===== src/rtl/ball_ctrl.sv =====
// Pong ball motion and collision engine: serve delay, wall/paddle bounces, miss and hit pulses, game-over freeze.
// Optional BALL_SPEEDUP_EN shortens the tick period by one clock every 4th paddle hit (floor 1).
module ball_ctrl #(
    parameter int FIELD_W    = 64,
    parameter int FIELD_H    = 32,
    parameter int X_W        = 6,
    parameter int Y_W        = 5,
    parameter int PADDLE_H   = 8,
    parameter int TICK_DIV   = 4,
    parameter int SERVE_WAIT = 8
) (
    input  logic           clk,
    input  logic           reset,
    input  logic [Y_W-1:0] lft_pad,
    input  logic [Y_W-1:0] rgt_pad,
    input  logic           Lftwin,
    input  logic           Rgtwin,
    output logic [X_W-1:0] ball_x,
    output logic [Y_W-1:0] ball_y,
    output logic           Lftcollision,
    output logic           Rgtcollision,
    output logic           Lfthit,
    output logic           Rgthit,
    output logic           playing
);

    localparam int DIV_W = $clog2(TICK_DIV + 1);
    localparam int SRV_W = $clog2(SERVE_WAIT + 1);

    localparam logic [X_W-1:0] X_CTR   = X_W'(FIELD_W / 2);
    localparam logic [X_W-1:0] X_LWALL = X_W'(0);
    localparam logic [X_W-1:0] X_LPAD  = X_W'(1);
    localparam logic [X_W-1:0] X_LRET  = X_W'(2);
    localparam logic [X_W-1:0] X_RRET  = X_W'(FIELD_W - 3);
    localparam logic [X_W-1:0] X_RPAD  = X_W'(FIELD_W - 2);
    localparam logic [X_W-1:0] X_RWALL = X_W'(FIELD_W - 1);

    localparam logic [Y_W-1:0] Y_CTR   = Y_W'(FIELD_H / 2);
    localparam logic [Y_W-1:0] Y_MAX   = Y_W'(FIELD_H - 1);
    localparam logic [Y_W-1:0] Y_MAXM1 = Y_W'(FIELD_H - 2);
    localparam logic [Y_W-1:0] PAD_MAX = Y_W'(FIELD_H - PADDLE_H);
    localparam logic [Y_W:0]   PAD_SPAN = (Y_W + 1)'(PADDLE_H - 1);

    localparam logic [DIV_W-1:0] DIV_INIT = DIV_W'(TICK_DIV);
    localparam logic [SRV_W-1:0] SRV_LAST = SRV_W'(SERVE_WAIT - 1);

    typedef enum logic [1:0] {
        S_SERVE  = 2'd0,
        S_MOVE   = 2'd1,
        S_SCORED = 2'd2,
        S_OVER   = 2'd3
    } state_t;

    state_t           r_state;
    logic [DIV_W-1:0] r_presc;
    logic [SRV_W-1:0] r_serve;
    logic [X_W-1:0]   r_x;
    logic [Y_W-1:0]   r_y;
    logic             r_dx_right;
    logic             r_dy_down;
    logic             r_lcol;
    logic             r_rcol;
    logic             r_lhit;
    logic             r_rhit;

    state_t           w_state_nx;
    logic [SRV_W-1:0] w_serve_nx;
    logic [X_W-1:0]   w_x_nx;
    logic [Y_W-1:0]   w_y_nx;
    logic             w_dx_nx;
    logic             w_dy_nx;
    logic             w_lcol_nx;
    logic             w_rcol_nx;
    logic             w_lhit_nx;
    logic             w_rhit_nx;

    logic [DIV_W-1:0] w_div;
    logic             w_tick;
    logic [Y_W-1:0]   w_lpad;
    logic [Y_W-1:0]   w_rpad;
    logic             w_lin;
    logic             w_rin;

`ifdef BALL_SPEEDUP_EN
    logic [DIV_W-1:0] r_div;
    logic [1:0]       r_hits;

    // Divider and hit count restart with every new rally.
    always_ff @(posedge clk or posedge reset) begin
        if (reset) begin
            r_div  <= DIV_INIT;
            r_hits <= 2'd0;
        end else if (r_state == S_SCORED) begin
            r_div  <= DIV_INIT;
            r_hits <= 2'd0;
        end else if (w_lhit_nx || w_rhit_nx) begin
            r_hits <= r_hits + 2'd1;
            if (r_hits == 2'd3 && r_div > DIV_W'(1)) begin
                r_div <= r_div - DIV_W'(1);
            end
        end
    end

    assign w_div = r_div;
`else
    assign w_div = DIV_INIT;
`endif

    // ">=" keeps the prescaler safe if the divider ever shrinks below the count.
    assign w_tick = (r_presc >= (w_div - DIV_W'(1)));

    assign w_lpad = (lft_pad > PAD_MAX) ? PAD_MAX : lft_pad;
    assign w_rpad = (rgt_pad > PAD_MAX) ? PAD_MAX : rgt_pad;
    assign w_lin  = (r_y >= w_lpad) && ({1'b0, r_y} <= ({1'b0, w_lpad} + PAD_SPAN));
    assign w_rin  = (r_y >= w_rpad) && ({1'b0, r_y} <= ({1'b0, w_rpad} + PAD_SPAN));

    always_comb begin
        w_state_nx = r_state;
        w_serve_nx = r_serve;
        w_x_nx     = r_x;
        w_y_nx     = r_y;
        w_dx_nx    = r_dx_right;
        w_dy_nx    = r_dy_down;
        w_lcol_nx  = 1'b0;
        w_rcol_nx  = 1'b0;
        w_lhit_nx  = 1'b0;
        w_rhit_nx  = 1'b0;
        case (r_state)
            S_SERVE: begin
                w_x_nx = X_CTR;
                w_y_nx = Y_CTR;
                if (Lftwin || Rgtwin) begin
                    w_state_nx = S_OVER;
                end else if (w_tick) begin
                    if (r_serve == SRV_LAST) begin
                        w_serve_nx = '0;
                        w_state_nx = S_MOVE;
                    end else begin
                        w_serve_nx = r_serve + SRV_W'(1);
                    end
                end
            end
            S_MOVE: begin
                if (w_tick) begin
                    if (!r_dx_right && r_x == X_LPAD) begin
                        if (w_lin) begin
                            w_dx_nx   = 1'b1;
                            w_x_nx    = X_LRET;
                            w_lhit_nx = 1'b1;
                        end else begin
                            w_x_nx     = X_LWALL;
                            w_lcol_nx  = 1'b1;
                            w_state_nx = S_SCORED;
                        end
                    end else if (r_dx_right && r_x == X_RPAD) begin
                        if (w_rin) begin
                            w_dx_nx   = 1'b0;
                            w_x_nx    = X_RRET;
                            w_rhit_nx = 1'b1;
                        end else begin
                            w_x_nx     = X_RWALL;
                            w_rcol_nx  = 1'b1;
                            w_state_nx = S_SCORED;
                        end
                    end else if (r_dx_right) begin
                        w_x_nx = r_x + X_W'(1);
                    end else begin
                        w_x_nx = r_x - X_W'(1);
                    end

                    if (!r_dy_down && r_y == '0) begin
                        w_dy_nx = 1'b1;
                        w_y_nx  = Y_W'(1);
                    end else if (r_dy_down && r_y == Y_MAX) begin
                        w_dy_nx = 1'b0;
                        w_y_nx  = Y_MAXM1;
                    end else if (r_dy_down) begin
                        w_y_nx = r_y + Y_W'(1);
                    end else begin
                        w_y_nx = r_y - Y_W'(1);
                    end
                end
            end
            S_SCORED: begin
                // Ball sits on the wall of the player who missed; serve toward that player.
                w_x_nx     = X_CTR;
                w_y_nx     = Y_CTR;
                w_dx_nx    = (r_x != X_LWALL);
                w_serve_nx = '0;
                w_state_nx = S_SERVE;
            end
            S_OVER: begin
                w_state_nx = S_OVER;
            end
            default: begin
                w_state_nx = S_SERVE;
            end
        endcase
    end

    always_ff @(posedge clk or posedge reset) begin
        if (reset) begin
            r_state    <= S_SERVE;
            r_presc    <= '0;
            r_serve    <= '0;
            r_x        <= X_CTR;
            r_y        <= Y_CTR;
            r_dx_right <= 1'b1;
            r_dy_down  <= 1'b1;
            r_lcol     <= 1'b0;
            r_rcol     <= 1'b0;
            r_lhit     <= 1'b0;
            r_rhit     <= 1'b0;
        end else begin
            r_state    <= w_state_nx;
            r_presc    <= w_tick ? '0 : (r_presc + DIV_W'(1));
            r_serve    <= w_serve_nx;
            r_x        <= w_x_nx;
            r_y        <= w_y_nx;
            r_dx_right <= w_dx_nx;
            r_dy_down  <= w_dy_nx;
            r_lcol     <= w_lcol_nx;
            r_rcol     <= w_rcol_nx;
            r_lhit     <= w_lhit_nx;
            r_rhit     <= w_rhit_nx;
        end
    end

    assign ball_x       = r_x;
    assign ball_y       = r_y;
    assign Lftcollision = r_lcol;
    assign Rgtcollision = r_rcol;
    assign Lfthit       = r_lhit;
    assign Rgthit       = r_rhit;
    assign playing      = (r_state != S_OVER);

endmodule


===== config.mk =====
export PLATFORM = sky130hd
export DESIGN_NAME = ball_ctrl
export DESIGN_NICKNAME = d
export VERILOG_FILES = /design/src/rtl/ball_ctrl.sv
export SDC_FILE = /design/constraint.sdc
export NUM_CORES = 1
export LEC_CHECK = 0
export BUFFER_PORTS_ARGS = -buffer_cell sky130_fd_sc_hd__buf_2
export CORE_ASPECT_RATIO = 0.7
export CORE_MARGIN = 2
export CORE_UTILIZATION = 40
export CTS_BUF_LIST = sky130_fd_sc_hd__clkbuf_4
export CTS_CLUSTER_SIZE = 12
export DETAILED_ROUTE_END_ITERATION = 10
export SETUP_SLACK_MARGIN = 0.05
export SLEW_MARGIN = 20
export SYNTH_ARGS = -nofsm -noshare
export SYNTH_HDL_FRONTEND = slang
export SYNTH_SLANG_ARGS = --single-unit

===== constraint.sdc =====
create_clock -name clk -period 2.9 [get_ports clk]
set_input_delay 0.29 -clock clk [delete_from_list [all_inputs] [get_ports clk]]
set_output_delay 0.29 -clock clk [all_outputs]
set_load 0.05 [all_outputs]

* Word level (Yosys, flattened, before mapping)
Index checks and enable logic that the tools add are counted.
** Word-level totals
- ROM bits :: 0
- Latch bits :: 0
- Input port bits :: 14
- Bits in writable memories :: 0
- Logic and storage cells :: 120
- Register bits :: 26
- Memories :: 0
- Output and inout bits :: 16
** Operators by class
- Shift operators :: 0
- Equality and inequality tests :: 18
- Bitwise gates (word level) :: 0
- Multiplexer cells :: 54
- Magnitude comparators :: 7
- $add $sub $neg :: 8
- Reductions and logical operators :: 22
- Divide/modulo/power cells :: 0
- Multipliers :: 0
** Operator list (count)
- 2-to-1 mux 5 bit :: 6
- 2-to-1 mux 1 bit :: 25
- 2-to-1 mux 6 bit :: 4
- != test 3 bit, second input constant :: 7
- 2-to-1 mux 2 bit :: 10
- adder 5 x 3 -> 6 bit, second input constant :: 2
- <= comparator 5 x 6 -> 1 bit :: 2
- 2-to-1 mux 4 bit :: 3
- one-hot mux 6 bit (2 select lines) :: 1
- greater-or-equal comparator 5 bit :: 2
- greater-than comparator 5 bit, second input constant :: 2
- one-hot mux 5 bit (2 select lines) :: 1
- != test 2 bit, second input constant :: 4
- one-hot mux 2 bit (4 select lines) :: 1
- one-hot mux 4 bit (2 select lines) :: 1
- nonzero test 2 bit :: 4
- adder 6 x 1 -> 6 bit, second input constant :: 1
- equality test 6 x 1 -> 1 bit, second input constant :: 1
- equality test 6 bit, second input constant :: 1
- logical AND 1 bit :: 6
- AND reduction 3 bit :: 2
- AND reduction 6 bit :: 1
- nonzero test 6 bit :: 1
- subtractor 6 x 1 -> 6 bit, second input constant :: 1
- other kinds (18) :: 20

* Longest topological paths before layout
Gate-level depths: netlist of the first run.
- Depth in word-level cells :: 10
- Mapped depth :: 12
- Depth with buffers taken out :: 12

* Least setup slack after synthesis of the first run
Ideal clock, no wire load.
- Kind :: in2reg
- From :: input rgt_pad[3]
- To :: register r_state[1]
- Setup time :: 0.128 ns
- Required time :: 2.772 ns
- Slack :: 0.238 ns
- Stages :: 12
- Arrival :: 2.535 ns
- Buffers on the path :: 0
- Cell sequence :: nand2_1 > nand2_1 > ha_1 > a21oi_1 > o22ai_1 > ha_1 > and3_1 > o21ai_1 > nand3_1 > a221oi_1 > a311oi_2 > mux2_1
** On the way
- Word-level cells in the longest chain between the ends :: 7
- Elaborated cells on any way between the ends :: 8
- Classes of those cells :: add/sub: 1; order compare: 3; eq/ne: 1; mux: 1; reduce/logical: 2
** Ends and longest elaborated chain
- start: declaration :: RTL line 15 : input logic [Y_W-1:0] rgt_pad,
- greater-than comparator 5 bit :: RTL line 113 : assign w_rpad = (rgt_pad > PAD_MAX) ? PAD_MAX : rgt_pad;
- 2-to-1 mux 5 bit (*) :: RTL line 113
- adder 5 x 3 -> 6 bit :: RTL line 115 : assign w_rin = (r_y >= w_rpad) && ({1'b0, r_y} <= ({1'b0, w_rpad} + PAD_SPAN));
- <= comparator 5 x 6 -> 1 bit :: RTL line 115
- logical AND 1 bit (*) :: RTL line 115
- != test 3 bit (no source line) (*)
- AND reduction 6 bit (no source line) (*)
- end signal: assignment :: RTL line 215 : r_state <= w_state_nx;
- end: declaration :: RTL line 54 : state_t r_state;
Mark *: on every way between the ends. The rest lies on a longest branch, timed or not.
A chain may end at the register's enable or synchronous reset.

* Worst setup path after layout of the first run
- From :: register r_x[3], in the netlist ball_x[3]
- To :: register r_state[1]
** On the way
- Word-level cells in the longest chain between the ends :: 5
- Elaborated cells on any way between the ends :: 11
- Classes of those cells :: eq/ne: 5; mux: 3; reduce/logical: 3
** Ends and longest elaborated chain
- start: declaration :: RTL line 57 : logic [X_W-1:0] r_x;
- start signal: assignment :: RTL line 218 : r_x <= w_x_nx;
- equality test 6 x 1 -> 1 bit :: RTL line 145 : if (!r_dx_right && r_x == X_LPAD) begin
- logical AND 1 bit :: RTL line 145
- 2-to-1 mux 2 bit :: RTL line 145
- 2-to-1 mux 2 bit :: RTL line 144 : if (w_tick) begin
- one-hot mux 2 bit (4 select lines) :: RTL line 128 : case (r_state)
Parallel ways exist; a longest one is shown, timed or not. The select of a mux whose other input is x is not followed.

==> out/qor.csv, run 1 <==
metric,value,unit
Max VDD drop,0.150,mV
total CTS buffers,3,
global-route wire length before repair,8910,um
Critical Path Slowest Stage Cell,or4_4,
syn_nets,304,
CTS resizes,0,
"slowest stage delay, CP",0.55,ns
Ant. Diodes,0,
antenna violations before repair,0,
clock network fraction of total power,0.281,
Ys Warns,0,
final wirelength,5040,um
largest fanout on the critical path,7,
largest net degree at the start of global routing,27,
Slew @ Worst Pin,0.562,ns
failing checks,hold timing,
post-route minimum period,2.57,ns
Max Clock Skew,0.00183,ns
asr flop ratio synth,1.00,
number of global-route vias before repair,1905,
critical path arrival,2.81,ns
CP bufs+invs,0,
maximum root-to-sink buffer count,2,
max-slew violation count,0,
synthesized area per cell,8.97,um^2
fin crit share,0.888,
share of cells above drive strength 1,0.180,
DP Area,2490,um^2
crit-path cells,or4_4 -> or3b_1 -> a21oi_2 -> o21ai_1 -> a311oi_2 -> mux2_1,
Post-synth EDFFs,0,
Setup CP Type,flop to flop,
sequential area share after synthesis,0.291,
Slew HR,0.624,
CTS tree,done,
postcts setup bufs,0,
Area Growth Syn to Fin,12.1,%
Die Wd,93.7,um
maxcap violations,0,
cell area after layout,2520,um^2
HPWL after DPL,3870,um
outcome,"finished, violations left",
drt first pass iters,4,
"non-filler cells, final",356,
CP required,3.14,ns
"Primary FF master, synth",dfrtp_1,
Worst-Skew Late Latency,0.33,ns
overflow left after global routing,0,
CTS H-tree depth,1,
Flop pwr share,0.568,
Int Pwr,0.469,mW
GRT Total Usage,0.181,
Die Y,66.8,um
WHS,-0.0184,ns
initial core utilization,0.422,
Setup crit start kind,flop,
Final GP Congestion,0.835,
Port Buffers,29,
Sink Count,26,
# IOs,30,
Routed WL per cell,14.2,um
dpl cells,352,
Final #Nets,338,
Initial DRC Count,92,
RSZ-0062 raised after global routing,false,
fill count,542,
switching power,0.174,mW
antenna violation net count after detailed routing,0,
reg2reg setup slack,0.33,ns
Sw Ratio,0.271,
Max Fclk,388,MHz
post-cts hold buffer count,0,
#FFs+latches synth,26,
Crit. End Element,flop,
Root Buffer,clkbuf_4,
core box area,5340,um^2
CP top delay family,simple AND/OR/NAND/NOR gates,
Post-Syn Area,2250,um^2
final setup fails,0,
Synth Instances,251,
via count,1933,
hold crit path type,primary input to async pin,
part of the power in combinational logic,0.150,
DRC viols,0,
"Reg clk slew, reported paths",0.15,ns
static leakage,1.22,nW
Power Density,255,nW/um^2
row cnt,22,
post-synth cell types,57,
die area,6250,um^2
Power Total,0.643,mW
Via density,5.43,
Fin. Hold Viols,22,
## per-layer routing
layer | up-vias | GRT usage | part of all wire
met4 | 0 | 0.0254 | 0.0054
li1 | 982 | - | -
met2 | 45 | 0.285 | 0.39
met3 | 4 | 0.0317 | 0.044
met5 | - | 0 | 0
met1 | 902 | 0.265 | 0.56
## Yosys cell counts (all sizes together) (2+ instances only)
| master | count | area, um^2 |
|---|---|---|
| xor2 | 4 | 35.0 |
| nand2 | 23 | 86.3 |
| dfstp | 4 | 105 |
| inv | 23 | 86.3 |
| and2 | 2 | 12.5 |
| o211ai | 2 | 15.0 |
| nor2b | 2 | 12.5 |
| mux2i | 2 | 20.0 |
| a211oi | 2 | 27.5 |
| a21boi | 4 | 30.0 |
| nor3 | 6 | 30.0 |
| nand3b | 2 | 15.0 |
| o22ai | 4 | 25.0 |
| xnor2 | 3 | 26.3 |
| nand4 | 2 | 12.5 |
| clkbuf | 3 | 11.3 |
| nand3 | 8 | 40.0 |
| a21o | 7 | 52.6 |
| a21oi | 20 | 104 |
| dfrtp | 22 | 551 |
| a31oi | 3 | 18.8 |
| and3 | 3 | 18.8 |
| o21ai | 18 | 90.1 |
| ha | 38 | 475 |
| nor2 | 13 | 48.8 |
| nor4 | 3 | 18.8 |
| mux2 | 3 | 33.8 |
| or4 | 2 | 18.8 |
## area by class of cell
type,instances,area (um^2),share of cell area
Multi-Input combinational cell,198,1490,0.589
Tap cell,72,90.1,0.0357
Sequential cell,26,656,0.260
Timing Repair Buffer,33,175,0.0694
Inverter,23,86.3,0.0342
Clock buffer,4,30.0,0.0119
## power groups by stage
stage / registers, mW / clock network [mW] / logic [mW]
floorplan: 0.372 / 0 / 0.0647
global placement: 0.372 / 0 / 0.0950
detailed placement: 0.372 / 0 / 0.0960
CTS: 0.366 / 0.186 / 0.0969
global route: 0.366 / 0.203 / 0.112
finish: 0.366 / 0.181 / 0.0968
## cells by family after synthesis
kind of cell	after synthesis	synth area share
flip-flops	26	0.291
AO/OA/AOI/OAI	75	0.230
adder cells (fa/ha/maj)	39	0.220
AND/OR/NAND/NOR	72	0.159
XOR/XNOR	7	0.0272
buffers and inverters	27	0.0484
multiplexers	5	0.0239
## layout by cell type (no fill, tap or decap), types with 5 or more instances in the layout
master and n:
o21ai_0 13, buf_2 29, nor2_1 13, inv_1 21, a21o_1 7, o21ai_1 5, nor3_1 6, ha_1 38
a21oi_1 19, nand2_1 23, nand3_1 8, dfrtp_1 22
## registers in the layout, indices dropped and copies added (netlist names)
signal,flops
Lftcollision,1
Lfthit,1
Rgtcollision,1
Rgthit,1
ball_x,6
ball_y,5
r_dx_right,1
r_dy_down,1
r_presc,3
r_serve,4
r_state,2
## worst paths after layout
path | startpoint | to | depth (start not counted)
setup / recovery | ball_x[3]$_DFFE_PP0P_ | r_state[1]$_DFFE_PP0P_ | 6
hold / removal | reset | r_serve[2]$_DFFE_PP0P_ | 2
setup reg to reg | ball_x[3]$_DFFE_PP0P_ | r_state[1]$_DFFE_PP0P_ | 6
hold reg to reg | r_serve[2]$_DFFE_PP0P_ | r_serve[2]$_DFFE_PP0P_ | 1
max in group asynchronous | reset | r_dy_down$_DFFE_PP1P_ | 2
min in group clk | Lftwin | r_state[1]$_DFFE_PP0P_ | 4
## worst reg2reg max path: cells and delay by family, from the launching register on
family | cells | cell delay (ns)
compound gates | 3 | 0.55
flops | 1 | 0.48
simple gates | 2 | 1.10
mux | 1 | 0.35
## through the flow
step	util	setup TNS (ns)	worst slack [ns]
floorplan	-	0	0.238
global placement	0.467	0	0.0944
detailed placement	0.467	-0.0229	-0.0229
CTS	0.473	0	0.316
global route	0.473	0	0.0934
finish	0.473	0	0.326
Power figures use the tool's default switching activity.
==> run 2, diff against run 1 <==
CORE_UTILIZATION = 30   (was 40)
==> run 2 against run 1 <==
The flow now finishes without violations. Clock power rose by 45%. Final cell count rose by 7.3%. Global-route usage down 4.8 points. Routed wire length increased by 2.3%. Critical path depth stayed put. Critical path type unchanged.
==> out/qor.csv, run 2 (synthesis gave the netlist of run 1 again) <==
metric,value,unit
largest net degree at the start of global routing,27,
Ant. Diodes,0,
Port Buffers,29,
maximum root-to-sink buffer count,2,
Power Total,0.725,mW
Setup CP Type,flop to flop,
Setup crit start kind,flop,
total CTS buffers,3,
CTS H-tree depth,1,
drt first pass iters,4,
Area Growth Syn to Fin,14.6,%
Max VDD drop,0.122,mV
Worst-Skew Late Latency,0.34,ns
RSZ-0062 raised after global routing,false,
Die Wd,108,um
Fin. Hold Viols,0,
"Reg clk slew, reported paths",0.16,ns
GRT Total Usage,0.133,
Crit. End Element,flop,
final setup fails,0,
Final GP Congestion,0.833,
Power Density,281,nW/um^2
share of cells above drive strength 1,0.176,
core box area,7290,um^2
hold crit path type,primary input to async pin,
critical path arrival,2.82,ns
maxcap violations,0,
die area,8220,um^2
row cnt,26,
postcts setup bufs,0,
Slew HR,0.359,
DRC viols,0,
Root Buffer,clkbuf_4,
Sink Count,26,
Via density,5.07,
Max Fclk,389,MHz
largest fanout on the critical path,7,
Final #Nets,338,
Initial DRC Count,103,
antenna violations before repair,0,
CTS resizes,0,
final wirelength,5150,um
most frequent cells in the layout,"38 x ha_1, 29 x buf_2, 23 x nand2_1",
fin crit share,0.887,
TNS Setup,0,ns
max reg flops,6,
max-slew violation count,0,
post-route minimum period,2.57,ns
post-cts hold buffer count,0,
Routed WL per cell,13.5,um
via count,1938,
overflow left after global routing,0,
outcome,completed,
# IOs,30,
CTS tree,done,
HPWL after DPL,4020,um
Max Clock Skew,0.0108,ns
Slew @ Worst Pin,0.955,ns
CP required,3.15,ns
initial core utilization,0.309,
"commonest non-fill, non-tap cell in the layout",ha_1,
number of global-route vias before repair,1908,
global-route wire length before repair,8980,um
static leakage,1.22,nW
antenna violation net count after detailed routing,0,
Die Y,76.5,um
run 2: changes by cell type in the layout (fill, tap and decap cells not counted), sizes merged:
cell    before  now
bufinv       0    1
clkbuf       4    3
clkinv       0    1
inv         23   22
run 2: metrics by stage:
step	instances	utilization	hold WS [ns]	setup WS, ns	instance area (um^2)
4_1_cts	382	0.354	0.205	0.321	2580
3_5_place_dp	378	0.347	0.503	0.0299	2530
2_1_floorplan	251	-	0.327	0.238	2250
6_report	382	0.354	0.0131	0.328	2580
3_3_place_gp	378	0.347	0.509	0.106	2530
5_1_grt	382	0.354	0.0678	0.190	2580
run 2: final timing paths:
path                                               end  cells after the start  slack [ns]                   start
worst max-delay path            r_state[1]$_DFFE_PP0P_                      6        0.33   ball_x[3]$_DFFE_PP0P_
worst min-delay path            r_serve[2]$_DFFE_PP0P_                      2        0.01                   reset
worst max register to register  r_state[1]$_DFFE_PP0P_                      6        0.33   ball_x[3]$_DFFE_PP0P_
worst min register to register  r_serve[2]$_DFFE_PP0P_                      1        0.52  r_serve[2]$_DFFE_PP0P_
max in group asynchronous        ball_x[2]$_DFFE_PP0P_                      2        2.44                   reset
min in group clk                r_state[1]$_DFFE_PP0P_                      4        0.37                  Lftwin
run 2: final cells by class:
type / count / area, um^2
clock buffers: 3 / 22.5
clock inverters: 1 / 30.0
fillers: 756 / 4710
inverters: 23 / 86.3
multi-input cells: 198 / 1490
flip-flops and latches: 26 / 656
well taps: 98 / 123
repair buffers: 33 / 175
run 2: report_power, final:
group	internal, mW	switching [mW]	leakage, nW
Clock	0.140	0.123	0.0279
Sequential	0.364	0.00113	0.317
Combinational	0.0417	0.0555	0.879
Total	0.546	0.179	1.22
run 2: routing by layer:
metal  GRT usage  up-vias  share of wire  wire length [um]
li1            -      983              -                 -
met5           0        -              0                 0
met4      0.0167        0         0.0045                23
met1       0.200      909           0.53              2740
met3      0.0291        4          0.060               309
met2       0.197       42           0.40              2080
run 2: worst max-delay path, stage by stage, from the launching register on:
cell      delay (ns)
dfrtp_1         0.47
or4_4           0.55
or3b_1          0.56
a21oi_2         0.20
o21ai_1         0.08
a311oi_2        0.28
mux2_1          0.35
